`src/rtl/mem_port_arbiter.sv`:
```
// Round-robin arbiter sharing the single mmu request port among NUM_REQ
// requesters. One transaction is in flight at a time: the winner's request is
// latched and held on the mmu side until the mmu answers (or the watchdog
// fires), then the response is returned to the owner for exactly one cycle.
module mem_port_arbiter #(
  parameter int unsigned MEM_W          = 32,
  parameter int unsigned NUM_REQ        = 3,
  parameter int unsigned TIMEOUT_CYCLES = 1024
) (
  input  logic                       clk,
  input  logic                       rst,
  input  logic [NUM_REQ-1:0]         req_i,
  input  logic [NUM_REQ*32-1:0]      addr_i,
  input  logic [NUM_REQ-1:0]         we_i,
  input  logic [NUM_REQ*MEM_W/8-1:0] be_i,
  input  logic [NUM_REQ*MEM_W-1:0]   wdata_i,
  output logic [NUM_REQ-1:0]         gnt_o,
  output logic [NUM_REQ-1:0]         rvalid_o,
  output logic [NUM_REQ-1:0]         err_o,
  output logic [MEM_W-1:0]           rdata_o,
  output logic                       mem_req_o,
  output logic [31:0]                mem_addr_o,
  output logic                       mem_we_o,
  output logic [MEM_W/8-1:0]         mem_be_o,
  output logic [MEM_W-1:0]           mem_wdata_o,
  input  logic                       mem_rvalid_i,
  input  logic                       mem_err_i,
  input  logic [MEM_W-1:0]           mem_rdata_i,
  output logic                       busy_o,
  output logic                       timeout_o
);

  localparam int unsigned BW = MEM_W / 8;
  localparam int unsigned PW = $clog2(NUM_REQ);
  localparam int unsigned CW = $clog2(TIMEOUT_CYCLES);

  localparam logic [1:0] S_IDLE = 2'd0;
  localparam logic [1:0] S_BUSY = 2'd1;
  localparam logic [1:0] S_RESP = 2'd2;

  logic [1:0]       state;
  logic [PW-1:0]    rr_ptr;
  logic [PW-1:0]    owner;
  logic [CW-1:0]    wd;
  logic [31:0]      addr_q;
  logic             we_q;
  logic [BW-1:0]    be_q;
  logic [MEM_W-1:0] wdata_q;
  logic             err_q;
  logic [MEM_W-1:0] data_q;

  logic             any_req;
  logic [PW-1:0]    win;
  logic [PW:0]      idx;
  logic [31:0]      sel_addr;
  logic             sel_we;
  logic [BW-1:0]    sel_be;
  logic [MEM_W-1:0] sel_wdata;
  logic             wd_expired;

  // Winner search: first set request at or above rr_ptr, wrapping modulo NUM_REQ.
  always_comb begin
    any_req = 1'b0;
    win     = '0;
    idx     = '0;
    for (int unsigned i = 0; i < NUM_REQ; i++) begin
      idx = {1'b0, rr_ptr} + (PW+1)'(i);
      if (idx >= (PW+1)'(NUM_REQ)) idx = idx - (PW+1)'(NUM_REQ);
      if (!any_req && req_i[idx[PW-1:0]]) begin
        any_req = 1'b1;
        win     = idx[PW-1:0];
      end
    end
  end

  // Slice out the winner's request fields for latching.
  always_comb begin
    sel_addr  = '0;
    sel_we    = 1'b0;
    sel_be    = '0;
    sel_wdata = '0;
    for (int unsigned r = 0; r < NUM_REQ; r++) begin
      if (win == PW'(r)) begin
        sel_addr  = addr_i[r*32 +: 32];
        sel_we    = we_i[r];
        sel_be    = be_i[r*BW +: BW];
        sel_wdata = wdata_i[r*MEM_W +: MEM_W];
      end
    end
  end

  assign wd_expired = (wd == CW'(TIMEOUT_CYCLES - 1));

  // Arbitration FSM, request latch, watchdog and response capture.
  always_ff @(posedge clk or negedge rst) begin
    if (!rst) begin
      state   <= S_IDLE;
      rr_ptr  <= '0;
      owner   <= '0;
      wd      <= '0;
      addr_q  <= '0;
      we_q    <= 1'b0;
      be_q    <= '0;
      wdata_q <= '0;
      err_q   <= 1'b0;
      data_q  <= '0;
    end else begin
      case (state)
        S_IDLE: begin
          if (any_req) begin
            owner   <= win;
            addr_q  <= sel_addr;
            we_q    <= sel_we;
            be_q    <= sel_be;
            wdata_q <= sel_wdata;
            rr_ptr  <= (win == PW'(NUM_REQ - 1)) ? '0 : win + 1'b1;
            wd      <= '0;
            state   <= S_BUSY;
          end
        end
        S_BUSY: begin
          wd <= wd + 1'b1;
          if (mem_err_i) begin
            err_q  <= 1'b1;
            data_q <= '0;
            state  <= S_RESP;
          end else if (mem_rvalid_i) begin
            err_q  <= 1'b0;
            data_q <= mem_rdata_i;
            state  <= S_RESP;
          end else if (wd_expired) begin
            err_q  <= 1'b1;
            data_q <= '0;
            state  <= S_RESP;
          end
        end
        S_RESP:  state <= S_IDLE;
        default: state <= S_IDLE;
      endcase
    end
  end

  // Output decode; grant is held off while reset is asserted.
  always_comb begin
    gnt_o       = '0;
    rvalid_o    = '0;
    err_o       = '0;
    rdata_o     = '0;
    if (rst && state == S_IDLE && any_req) gnt_o = NUM_REQ'(1) << win;
    if (state == S_RESP) begin
      if (err_q) begin
        err_o = NUM_REQ'(1) << owner;
      end else begin
        rvalid_o = NUM_REQ'(1) << owner;
        rdata_o  = data_q;
      end
    end
    mem_req_o   = (state == S_BUSY);
    mem_addr_o  = addr_q;
    mem_we_o    = we_q;
    mem_be_o    = be_q;
    mem_wdata_o = wdata_q;
    busy_o      = (state != S_IDLE);
    timeout_o   = (state == S_BUSY) && !mem_err_i && !mem_rvalid_i && wd_expired;
  end

endmodule

```
`config.mk`:
```
export PLATFORM = sky130hd
export DESIGN_NAME = mem_port_arbiter
export DESIGN_NICKNAME = d
export VERILOG_FILES = /design/src/rtl/mem_port_arbiter.sv
export SDC_FILE = /design/constraint.sdc
export NUM_CORES = 1
export LEC_CHECK = 0
export CAP_MARGIN = 20
export CORE_AREA = 2 2 139 141
export CTS_BUF_LIST = sky130_fd_sc_hd__clkbuf_4 sky130_fd_sc_hd__clkbuf_8 sky130_fd_sc_hd__clkbuf_16
export CTS_CLUSTER_DIAMETER = 120
export CTS_CLUSTER_SIZE = 28
export DETAILED_ROUTE_END_ITERATION = 7
export DIE_AREA = 0 0 141 143
export PLACE_DENSITY = 0.8
export SYNTH_ARGS = -nofsm -noshare
export SYNTH_HDL_FRONTEND = slang
export SYNTH_SLANG_ARGS = --single-unit
```
`constraint.sdc`:
```
create_clock -name clk -period 6.9 [get_ports clk]
set_clock_uncertainty 0.2 [all_clocks]
set_input_delay 2.07 -clock clk [delete_from_list [all_inputs] [get_ports clk]]
set_output_delay 2.07 -clock clk [all_outputs]
set_load 0.05 [all_outputs]
```
==> results of run 1 <==
-- flip-flops by register name, indices dropped and copies added (netlist names) --
register / cells
mem_addr_o: 32
data_q: 32
rr_ptr: 2
state: 2
wd: 10
err_q: 1
mem_be_o: 4
mem_wdata_o: 32
mem_we_o: 1
owner: 2
-- how the worst max path moves through the flow --
stage                        start        to
after floorplan           req_i[2]  gnt_o[0]
after global placement    req_i[0]  gnt_o[0]
after detailed placement  req_i[1]  gnt_o[0]
after CTS                 req_i[0]  gnt_o[0]
after global routing      req_i[1]  gnt_o[0]
final                     req_i[1]  gnt_o[0]
-- through the flow --
stage	hold WS [ps]	total power, W	cell area, sq um	worst slack [ps]
6_report	281	0.00530	10900	468
5_1_grt	305	0.00565	10900	260
4_1_cts	287	0.00533	10900	450
3_5_place_dp	274	0.00438	10300	486
3_3_place_gp	264	0.00431	10300	552
2_1_floorplan	257	0.00334	6480	432
-- layout make-up --
type	instances	share of cell area
timing repair buffer	373	0.343
multi-input combinational	546	0.301
sequential	118	0.270
clock buffer	17	0.0389
tap	234	0.0268
clock inverter	15	0.0178
inverter	7	0.00241
antenna	2	0.000458
-- layer usage --
layer,track usage,vias to the layer above,wire (microns)
met5,0,-,0
met4,0.0863,0,621
met3,0.0765,43,1660
met2,0.407,271,12000
met1,0.265,3148,9110
li1,-,3280,-
-- logic make-up after synthesis --
family | after synthesis
multiplexers | 4
buffers and inverters | 66
AND/OR/NAND/NOR | 260
flip-flops | 118
adder cells (fa/ha/maj) | 5
AO/OA/AOI/OAI | 277
-- cells in the final DEF (no fill, tap or decap), drive strengths merged, types with 5 or more instances in the layout --
cell / Yosys / routed
a211oi: 48 / 48
a21oi: 46 / 46
a22o: 32 / 32
and2: 33 / 33
buf: 19 / 19
clkbuf: 40 / 17
clkdlybuf4s50: 0 / 354
clkinv: 1 / 7
dfrtp: 118 / 118
ha: 5 / 5
inv: 6 / 12
nand2: 68 / 68
nor2: 80 / 80
nor2b: 52 / 52
o21ai: 117 / 117
o221ai: 20 / 20
-- power by group --
part           internal (W)  switching, W
sequential          0.00103      0.000185
clock              0.000578      0.000354
combinational       0.00111       0.00204
total               0.00272       0.00258
-- critical path: cells and delay by family --
kind | cells | cell delay (ps)
AO/OA/AOI/OAI | 2 | 600
AND/OR/NAND/NOR | 3 | 660
buffers and inverters | 2 | 830
-- Yosys cell counts, types with 2 or more instances --
library cell	instances
and2_1	33
buf_2	14
ha_1	5
nor3_1	3
mux2i_1	4
nand3b_1	3
nor3b_1	4
nor2_1	79
nand2_1	67
dfrtp_1	118
a211oi_1	48
and3_1	2
nor2b_1	52
nand3_1	4
a21o_1	2
inv_1	6
o211a_1	2
buf_6	2
nand4_1	3
a22o_1	32
clkbuf_1	39
a21oi_1	46
o21ai_0	17
o221ai_2	16
o221ai_1	4
nand2b_1	4
o21ai_1	100
buf_4	2
==> flow_metrics.tcl, run 1 <==
set metrics [dict create \
    outcome "finished clean" \
    wirelength_mm 23.4 \
    r2r_cells 9 \
    fillers 1646 \
    worstPathRequired_ps 4630 \
    syn_to_final_growth_pct 68.5 \
    synthMuxAreaShare 0.00618 \
    ctsResizeCount 0 \
    drive_gt1_frac 0.0725 \
    layout_min_cycle_time_ps 6430 \
    finalSetupViolations 0 \
    ir_worst_vdd_v 0.000336 \
    finalHoldViolations 0 \
    cts_tree "built" \
    synth_area_sq_um 6480 \
    hold_class "reg2reg" \
    post-route-drc-count 0 \
    final_core_utilization 0.588 \
    grt_util_all_layers 0.232 \
    min_period_over_period 0.932 \
    path_class "in2out" \
    slowest_stage "clkdlybuf4s50_1" \
    stdcell_count 1312 \
    multiInputGateArea_sq_um 3280 \
    start_util 0.349 \
    cts-buffers-inserted 17 \
    synth_top_area_cell "dfrtp_1" \
    first_iter_violations 351 \
    grt_max_degree 71 \
    cts_root_buf "clkbuf_16" \
    max_stage_delay_ps 630 \
    maxSlewViolCount 0 \
    fin_nets 1314 \
    synth_edf_count 0 \
    first_global_vias 6842 \
    synth.distinct_cells 47 \
    clock-sinks 118 \
    synth_compound_area_frac 0.289 \
    dp_hpwl_mm 17.2 \
    fin_tns_setup_ps 0 \
    slew_headroom 0.384 \
    yosysWarnings 0 \
    synthFlopType "dfrtp_1" \
    die_y_microns 143 \
    synth_top_family_by_area "compound AO/OA/AOI/OAI gates" \
    rrSetupSlack_ps 3850 \
    die_w_microns 141 \
    seq_area_frac_synth 0.455 \
    synth-xor-area-share 0 \
    io_pins 359 \
    clock.fmax_mhz 155 \
    htree_num_levels 4 \
    yosys.area.top_type_share 0.455 \
    rows 50 \
    rsz0062_at_grt "false" \
    ys_ff_latch 118 \
    power_density_nw_per_um2 485 \
    start_kind "input port" \
    dp.cells 1277 \
    ctsHoldBuffers 0 \
    hold_end "mem_addr_o[10]" \
    r2r_end "mem_addr_o[3]" \
    final-seq-area_sq_um 2950 \
    path_max_fanout 8 \
    cts_setup_buffers 0 \
    path_clk_slew_ps 60 \
    drtAntennaViolNets 0 \
    avgSynthCellArea_sq_um 8.88 \
    leakagePower_nw 4.39 \
    synth-simple-area-share 0.195 \
    arrival_ps 4160 \
    grt_pass1_wl_mm 36.6 \
    coreArea_sq_um 18600 \
    cp-end-kind "output port" \
    wl_per_cell_microns 17.8 \
    avgViaCountPerCell 5.14 \
    clk_path_buf_depth 2 \
    firstDrtPassIters 5 \
    tightest_slew_ps 924 \
    grt-ovfl-total 0 \
    io_buffers 358 \
    hold_path_depth 2 \
    antenna_found_initial 2 \
    cap_violations 0 \
    syn-num-nets 981 \
    synth_async_sr_flop_share 1.00 \
    synth_fa_ha_area_frac 0.00965 \
    ys_top_cells_by_area "dfrtp_1 46%, o21ai_1 7.7%, a211oi_1 5.6%, nor2b_1 5.0%, nor2_1 4.6%" \
    vias 6742 \
    path_cells "clkdlybuf4s50_1, nand3b_1, o21ai_1, o41a_2, nand2_1, nor3_1, buf_12" \
    fp.dieArea_sq_um 20200 \
    r2r-start "rr_ptr[0]" \
    synthCells 730 \
    hold_start "mem_addr_o[10]" \
    gp_congestion 0.877 \
    clk_latency_ps 410 \
]
(Power assumes the default switching activity.)
==> inputs of run 2 (changes only) <==
--- a/config.mk
+++ b/config.mk
@@ -9,10 +9,10 @@
 export CORE_AREA = 2 2 139 141
 export CTS_BUF_LIST = sky130_fd_sc_hd__clkbuf_4 sky130_fd_sc_hd__clkbuf_8 sky130_fd_sc_hd__clkbuf_16
 export CTS_CLUSTER_DIAMETER = 120
-export CTS_CLUSTER_SIZE = 28
+export CTS_CLUSTER_SIZE = 24
 export DETAILED_ROUTE_END_ITERATION = 7
 export DIE_AREA = 0 0 141 143
-export PLACE_DENSITY = 0.8
+export PLACE_DENSITY = 0.83
 export SYNTH_ARGS = -nofsm -noshare
 export SYNTH_HDL_FRONTEND = slang
 export SYNTH_SLANG_ARGS = --single-unit
==> flow_metrics.tcl, run 2 (same netlist as run 1, synthesis figures left out) <==
set metrics [dict create \
    wl_per_cell_microns 17.5 \
    gp_congestion 0.860 \
    avgViaCountPerCell 5.18 \
    drtAntennaViolNets 0 \
    final_cell_mix "354 x clkdlybuf4s50_1, 118 x dfrtp_1, 99 x o21ai_1, 79 x nor2_1, 67 x nand2_1" \
    coreArea_sq_um 18600 \
    io_buffers 358 \
    die_y_microns 143 \
    drive_gt1_frac 0.0716 \
    finalHoldViolations 0 \
    post-route-drc-count 0 \
    clock.fmax_mhz 155 \
    r2r-start "rr_ptr[0]" \
    fin_nets 1313 \
    ctsHoldBuffers 0 \
    total_power_w 0.00519 \
    path_clk_slew_ps 60 \
    start_kind "input port" \
    min_period_over_period 0.934 \
    layout_min_cycle_time_ps 6440 \
    path_class "in2out" \
    grt-ovfl-total 0 \
    cts-buffers-inserted 17 \
    fp.dieArea_sq_um 20200 \
    dp_hpwl_mm 16.9 \
    leakagePower_nw 4.35 \
    cts_root_buf "clkbuf_16" \
    rows 50 \
    fin_tns_setup_ps 0 \
    outcome "finished clean" \
    slew_headroom 0.350 \
    maxSlewViolCount 0 \
    path_max_fanout 7 \
    final_common_cell "clkdlybuf4s50_1" \
    worstPathRequired_ps 4630 \
    io_pins 359 \
    tightest_slew_ps 975 \
    timing.hold.ws_ps 275 \
    clock-sinks 118 \
    fillers 1631 \
    cap_violations 0 \
    syn_to_final_growth_pct 67.2 \
    hold_start "mem_addr_o[3]" \
    finalSetupViolations 0 \
    die_w_microns 141 \
    crit_start "req_i[2]" \
    vias 6786 \
    cts_setup_buffers 0 \
    grt_pass1_wl_mm 36.7 \
    first_global_vias 6938 \
    ctsResizeCount 0 \
    rsz0062_at_grt "false" \
    firstDrtPassIters 5 \
    ir_worst_vdd_v 0.000240 \
    hold_class "reg2reg" \
    power_density_nw_per_um2 478 \
    wirelength_mm 22.9 \
    grt_max_degree 76 \
    arrival_ps 4170 \
    antenna_found_initial 1 \
    cts_tree "built" \
    grt_util_all_layers 0.230 \
    htree_num_levels 4 \
    first_iter_violations 268 \
    cp-end-kind "output port" \
    clk_path_buf_depth 2 \
    clk_latency_ps 410 \
    start_util 0.349 \
]
run 2: changes by cell type in the layout (fill, tap and decap cells not counted), sizes merged:
cell,delta
inv,-1
clkbuf,+1
diode,-1
bufinv,-3
buf,-1
clkinv,+1
clkinvlp,+2
run 2: worst max-delay path, cell delays in order:
cell	delay [ps]
clkdlybuf4s50_1	600
mux2i_1	160
o21ai_1	430
o41a_2	270
nand2_1	70
nor3_1	360
buf_12	200
run 2: stage by stage:
step | std cells | worst slack (ps) | instance area (sq um) | util
after floorplan | 730 | 432 | 6480 | -
after global placement | 1276 | 506 | 10300 | 0.553
after detailed placement | 1277 | 445 | 10300 | 0.554
after CTS | 1309 | 433 | 10800 | 0.583
after global routing | 1310 | 310 | 10800 | 0.583
final | 1310 | 456 | 10800 | 0.583
run 2: metal layers:
| metal | up-vias | track usage | routed length, microns |
|---|---|---|---|
| met3 | 45 | 0.0808 | 1760 |
| met5 | - | 0 | 0 |
| met4 | 0 | 0.0884 | 662 |
| li1 | 3278 | - | - |
| met2 | 261 | 0.392 | 11400 |
| met1 | 3202 | 0.268 | 9110 |
run 2: cell type report:
type	count	area [sq um]	area share
clock buffer	18	439	0.0405
clock inverter	14	101	0.00935
timing repair buffer	372	3740	0.345
multi-input combinational	546	3290	0.303
antenna	1	2.50	0.000231
tap	234	293	0.0270
inverter	7	26.3	0.00242
sequential	118	2950	0.272
run 2: report_power, final:
group	internal [W]	total (W)	switching (W)
Sequential	0.00103	0.00121	0.000180
Clock	0.000472	0.000821	0.000350
Combinational	0.00111	0.00315	0.00204
run 2: final timing paths:
| kind | slack (ps) | end | depth (start not counted) |
|---|---|---|---|
| setup reg to reg | 3870 | mem_addr_o[3] | 9 |
| min in group asynchronous | 1330 | wd[2] | 1 |
| hold reg to reg | 270 | mem_addr_o[3] | 2 |
| hold / removal | 270 | mem_addr_o[3] | 2 |
| setup / recovery | 460 | gnt_o[0] | 7 |
| max in group asynchronous | 4180 | mem_wdata_o[8] | 2 |
==> RTL change 1 (flow settings as in run 2) <==
Register the output `err_o`, with the module's reset; this adds one clock of latency there. The other outputs are not delayed to match.
--- a/src/rtl/mem_port_arbiter.sv
+++ b/src/rtl/mem_port_arbiter.sv
@@ -37,6 +37,8 @@
   localparam logic [1:0] S_IDLE = 2'd0;
   localparam logic [1:0] S_BUSY = 2'd1;
   localparam logic [1:0] S_RESP = 2'd2;
+
+  logic [NUM_REQ-1:0] err_d;
 
   logic [1:0]       state;
   logic [PW-1:0]    rr_ptr;
@@ -144,12 +146,12 @@
   always_comb begin
     gnt_o       = '0;
     rvalid_o    = '0;
-    err_o       = '0;
+    err_d       = '0;
     rdata_o     = '0;
     if (rst && state == S_IDLE && any_req) gnt_o = NUM_REQ'(1) << win;
     if (state == S_RESP) begin
       if (err_q) begin
-        err_o = NUM_REQ'(1) << owner;
+        err_d = NUM_REQ'(1) << owner;
       end else begin
         rvalid_o = NUM_REQ'(1) << owner;
         rdata_o  = data_q;
@@ -164,5 +166,13 @@
     timeout_o   = (state == S_BUSY) && !mem_err_i && !mem_rvalid_i && wd_expired;
   end
 
+  always_ff @(posedge clk or negedge rst) begin
+    if (!rst) begin
+      err_o <= '0;
+    end else begin
+      err_o <= err_d;
+    end
+  end
+
 endmodule
 
Behaviour: not the same (Yosys sat finds a counterexample within 4 cycles, from zero or initial values and one cycle with rst low).
==> RTL change 1 against run 2 <==
Wire length grew 18%; utilization grew 3.1 points; sequential cell count is 3 higher; total power increased by 4.0%; final area grew 5.3%; cell count increased by 6.9%; synthesized area increased by 8.2%; worst setup slack gained 0.12 ns; critical path type unchanged; highest routed layer is now met5.
==> RTL change 1: results (changes against run 2) <==
[run_status]
outcome=completed  ; unchanged

[critical_path]
slowest_delay_ns=0.53  ; was 0.60 ns
reg2reg_from=rr_ptr[0]$_DFFE_PN0P_  ; unchanged
cp_max_fo=8  ; was 7
cp.arrival_ns=4.05  ; was 4.17 ns

[global_route]
grt_max_degree=75  ; was 76
grt_pass1_wl_mm=41.7  ; was 36.7 mm
grt_pass1_vias=7748  ; was 6938
grtUsageMet3_pct=7.38  ; was 8.08%
grt_use_total_pct=26.5  ; was 23.0%
gr-usage-met1_pct=31.5  ; was 26.8%
use_met2_pct=45.2  ; was 39.2%

[finish]
multi_input_cells=577  ; was 546
seq_share_pct=26.5  ; was 27.2%
buffers=378  ; was 372
fillers=1592  ; was 1631
multi_input_area_share_pct=30.5  ; was 30.3%
clk_share_pct=5.31  ; was 4.99%
drive_above_1_share_pct=6.00  ; was 7.16%
buf_share_pct=33.2  ; was 34.5%

[drt]
dr_wl_met2_mm=13.5  ; was 11.4 mm
met1_length_mm=10.4  ; was 9.11 mm
routed_wl_mm=27.0  ; was 22.9 mm
dr.max_layer_used=met5  ; was met4
dr.first_iter.drc_count=445  ; was 268
viasPerCell=5.53  ; was 5.18
wl_met3_mm=2.02  ; was 1.76 mm

[place]
gp_congestion=0.882  ; was 0.860
placedCellCount=1369  ; was 1277
hpwl_mm=19.0  ; was 16.9 mm
pre_cts_ws_ns=0.584  ; was 0.445 ns

[clock_network]
clock-sinks=121  ; was 118
h-tree-depth=4  ; unchanged
clock_path_buffers=2  ; unchanged
cts_buffers=17  ; unchanged

[synth]
synth_compound_area_share_pct=32.4  ; was 28.9%
syn-num-nets=1087  ; was 981
ys_top_cells_by_count=dfrtp_1, o21ai_0, a211oi_1  ; was dfrtp_1, o21ai_1, nor2_1
synth_fa_ha_area_share_pct=0.892  ; was 0.965%
ys_seq_area_share_pct=43.2  ; was 45.5%
synth_top_area_share_pct=43.2  ; was 45.5%
ys_types=40  ; was 47
synthCells=836  ; was 730
ys_top_cells_by_area=dfrtp_1, a211oi_1, o21ai_0, a21oi_1, a22o_1  ; was dfrtp_1, o21ai_1, a211oi_1, nor2b_1, nor2_1
synthMuxAreaShare_pct=0.571  ; was 0.618%

[power]
ir_worst_vdd_mv=0.301  ; was 0.240 mV
leakagePower_nw=4.67  ; was 4.35 nW

[timing]
worstMarginPinSlew_ns=0.995  ; was 0.975 ns

[min_path]
hold_start=mem_addr_o[29]$_DFFE_PN0P_  ; was mem_addr_o[3]$_DFFE_PN0P_

[RTL change 1: final timing paths]
check	end	slack [ns]	depth (start not counted)
max	gnt_o[0]	0.58	7
min	mem_addr_o[29]$_DFFE_PN0P_	0.28	2
max reg2reg	wd[2]$_DFFE_PN0P_	3.42	9
min reg2reg	mem_addr_o[29]$_DFFE_PN0P_	0.28	2
max in group asynchronous	mem_wdata_o[31]$_DFFE_PN0P_	3.74	2
min in group asynchronous	data_q[4]$_DFFE_PN0P_	1.39	1
[RTL change 1: where the power goes]
group          switching, mW  leakage, nW  total (mW)  internal [mW]
Sequential             0.190         1.52        1.24           1.05
Combinational           2.12         2.85        3.22           1.10
Clock                  0.381        0.301       0.929          0.548
[RTL change 1: metrics by stage]
stage          hold WS, ns  cell area, um2  utilization (%)
2_1_floorplan        0.257            7010                -
3_3_place_gp         0.260           10800             58.1
3_5_place_dp         0.269           10800             58.1
4_1_cts              0.282           11400             61.4
5_1_grt              0.302           11400             61.4
6_report             0.278           11400             61.4
==> RTL change 2 (config.mk and constraints of run 2) <==
Without the edit above. `MEM_W`: 32 -> 16.
--- a/src/rtl/mem_port_arbiter.sv
+++ b/src/rtl/mem_port_arbiter.sv
@@ -3,7 +3,7 @@
 // latched and held on the mmu side until the mmu answers (or the watchdog
 // fires), then the response is returned to the owner for exactly one cycle.
 module mem_port_arbiter #(
-  parameter int unsigned MEM_W          = 32,
+  parameter int unsigned MEM_W          = 16,
   parameter int unsigned NUM_REQ        = 3,
   parameter int unsigned TIMEOUT_CYCLES = 1024
 ) (
Interface: changed (6 resized); port bits go from 359 to 255. The function was not compared with the original's and may differ.
==> RTL change 2 against run 2 <==
Utilization fell by 13 points; final area fell by 22%; sequential cell count fell by 34; wire length fell by 14%; worst setup slack got worse by 0.0011 ns; sequential power fell by 28%; non-clock buffer count fell by 98; total power fell by 22%; first-iteration DRC count fell by 24%; synthesized cell count fell by 12%; synthesized area fell by 17%; critical path type unchanged; largest power group unchanged.
==> RTL change 2: results (changes against run 2) <==
[run_status]
outcome=completed  ; unchanged

[drt]
dr.pass1.iters=4  ; was 5
vias=5891  ; was 6786
dr.first_iter.drc_count=204  ; was 268
wl_per_cell_um=17.8  ; was 17.5 um

[critical_path]
reg2reg_setup_slack_ns=3.78  ; was 3.87 ns
startpoint=req_i[1]  ; was req_i[2]
r2r_cells=8  ; was 9
cp.arrival_ns=4.18  ; was 4.17 ns
crit_path_end=gnt_o[2]  ; was gnt_o[0]
r2r_end=mem_addr_o[12]$_DFFE_PN0P_  ; was mem_addr_o[3]$_DFFE_PN0P_

[clock_network]
clock_path_buffers=2  ; unchanged
clkLatencyLatePin_ns=0.34  ; was 0.41 ns
cts_buffers=9  ; was 17
h-tree-depth=3  ; was 4

[finish]
fillers=1788  ; was 1631
fin_nets=1046  ; was 1313
diodes=0  ; was 1
drive_above_1_share_pct=6.21  ; was 7.16%

[power]
intPower_mw=1.93  ; was 2.61 mW
ir_worst_vdd_mv=0.264  ; was 0.240 mV
sequentialPowerShare_pct=21.4  ; was 23.4%
leakagePower_nw=3.35  ; was 4.35 nW

[synth]
ys_top_cells_by_area=dfrtp_1, a221oi_1, a21oi_1, a211oi_1, o31ai_1  ; was dfrtp_1, o21ai_1, a211oi_1, nor2b_1, nor2_1
ys_seq_area_share_pct=38.9  ; was 45.5%
ys_types=50  ; was 47
ys_top_cells_by_count=dfrtp_1, nor2_1, a21oi_1  ; was dfrtp_1, o21ai_1, nor2_1

[global_route]
grt_max_degree=55  ; was 76
grt_pass1_wl_mm=31.3  ; was 36.7 mm
antenna_found_initial=0  ; was 1
grt_use_total_pct=19.7  ; was 23.0%

[place]
gp_congestion=0.854  ; was 0.860
hpwl_mm=14.0  ; was 16.9 mm
port_buffers=254  ; was 358

[timing]
maxSlewHeadroom_pct=15.1  ; was 35.0%
worst_slack_ns=0.455  ; was 0.456 ns

RTL change 2: cell types whose count changed after synthesis, sizes merged, moves of 34 or more:
cell           run 2  this run
inv                6        42
a221oi             0        35
dfrtp            118        84
nor2b             52         2
o21ai            117        46
o31ai              1        35
RTL change 2: final cells by class:
cell class                 count  area (um2)  share of cell area, %
inverter                      43         161                   1.91
tap                          234         293                   3.47
clock buffer                   9         225                   2.67
timing repair buffer         274        2710                   32.1
multi-input combinational    453        2870                   34.0
clock inverter                 7        73.8                  0.875
sequential                    84        2100                   24.9
RTL change 2: worst min path at each step:
stage | start | to | slack [ns] | cells past startpoint
after floorplan | wd[5]$_DFFE_PN0P_ | wd[5]$_DFFE_PN0P_ | 0.26 | 1
after global placement | mem_wdata_o[0]$_DFFE_PN0P_ | mem_wdata_o[0]$_DFFE_PN0P_ | 0.26 | 2
after detailed placement | mem_wdata_o[0]$_DFFE_PN0P_ | mem_wdata_o[0]$_DFFE_PN0P_ | 0.27 | 2
after CTS | mem_wdata_o[0]$_DFFE_PN0P_ | mem_wdata_o[0]$_DFFE_PN0P_ | 0.29 | 2
after global routing | mem_wdata_o[14]$_DFFE_PN0P_ | mem_wdata_o[14]$_DFFE_PN0P_ | 0.30 | 2
final | mem_wdata_o[2]$_DFFE_PN0P_ | mem_wdata_o[2]$_DFFE_PN0P_ | 0.28 | 2
RTL change 2: power groups by stage:
stage	clock (mW)	sequential [mW]	combinational [mW]
floorplan	0	1.37	1.35
global placement	0	0.861	2.65
detailed placement	0	0.875	2.71
CTS	0.514	0.867	2.71
global route	0.538	0.894	2.93
finish	0.500	0.867	2.69
RTL change 2: logic make-up after synthesis:
| family | share of synthesized area, % |
|---|---|
| buf+inv | 8.69 |
| fa+ha+maj | 1.16 |
| compound gates | 33.5 |
| mux | 0.973 |
| simple gates | 16.8 |
| flops | 38.9 |
RTL change 2: worst max-delay path, delay by kind of cell:
| family | cells | cell delay (ns) |
|---|---|---|
| simple gates | 2 | 0.25 |
| compound gates | 2 | 0.84 |
| mux | 1 | 0.13 |
| buf+inv | 2 | 0.87 |
RTL change 2: stage by stage:
| stage | instances | area (um2) |
|---|---|---|
| 2_1_floorplan | 640 | 5400 |
| 3_3_place_gp | 1088 | 8140 |
| 3_5_place_dp | 1088 | 8140 |
| 4_1_cts | 1104 | 8430 |
| 5_1_grt | 1104 | 8430 |
| 6_report | 1104 | 8430 |
RTL change 2: routing by layer:
metal,vias up,global-route usage (%),wire length [um]
met2,237,34.6,9710
met1,2809,23.5,8100
met4,0,7.05,430
met3,32,4.96,1390
li1,2813,-,-
met5,-,0,0
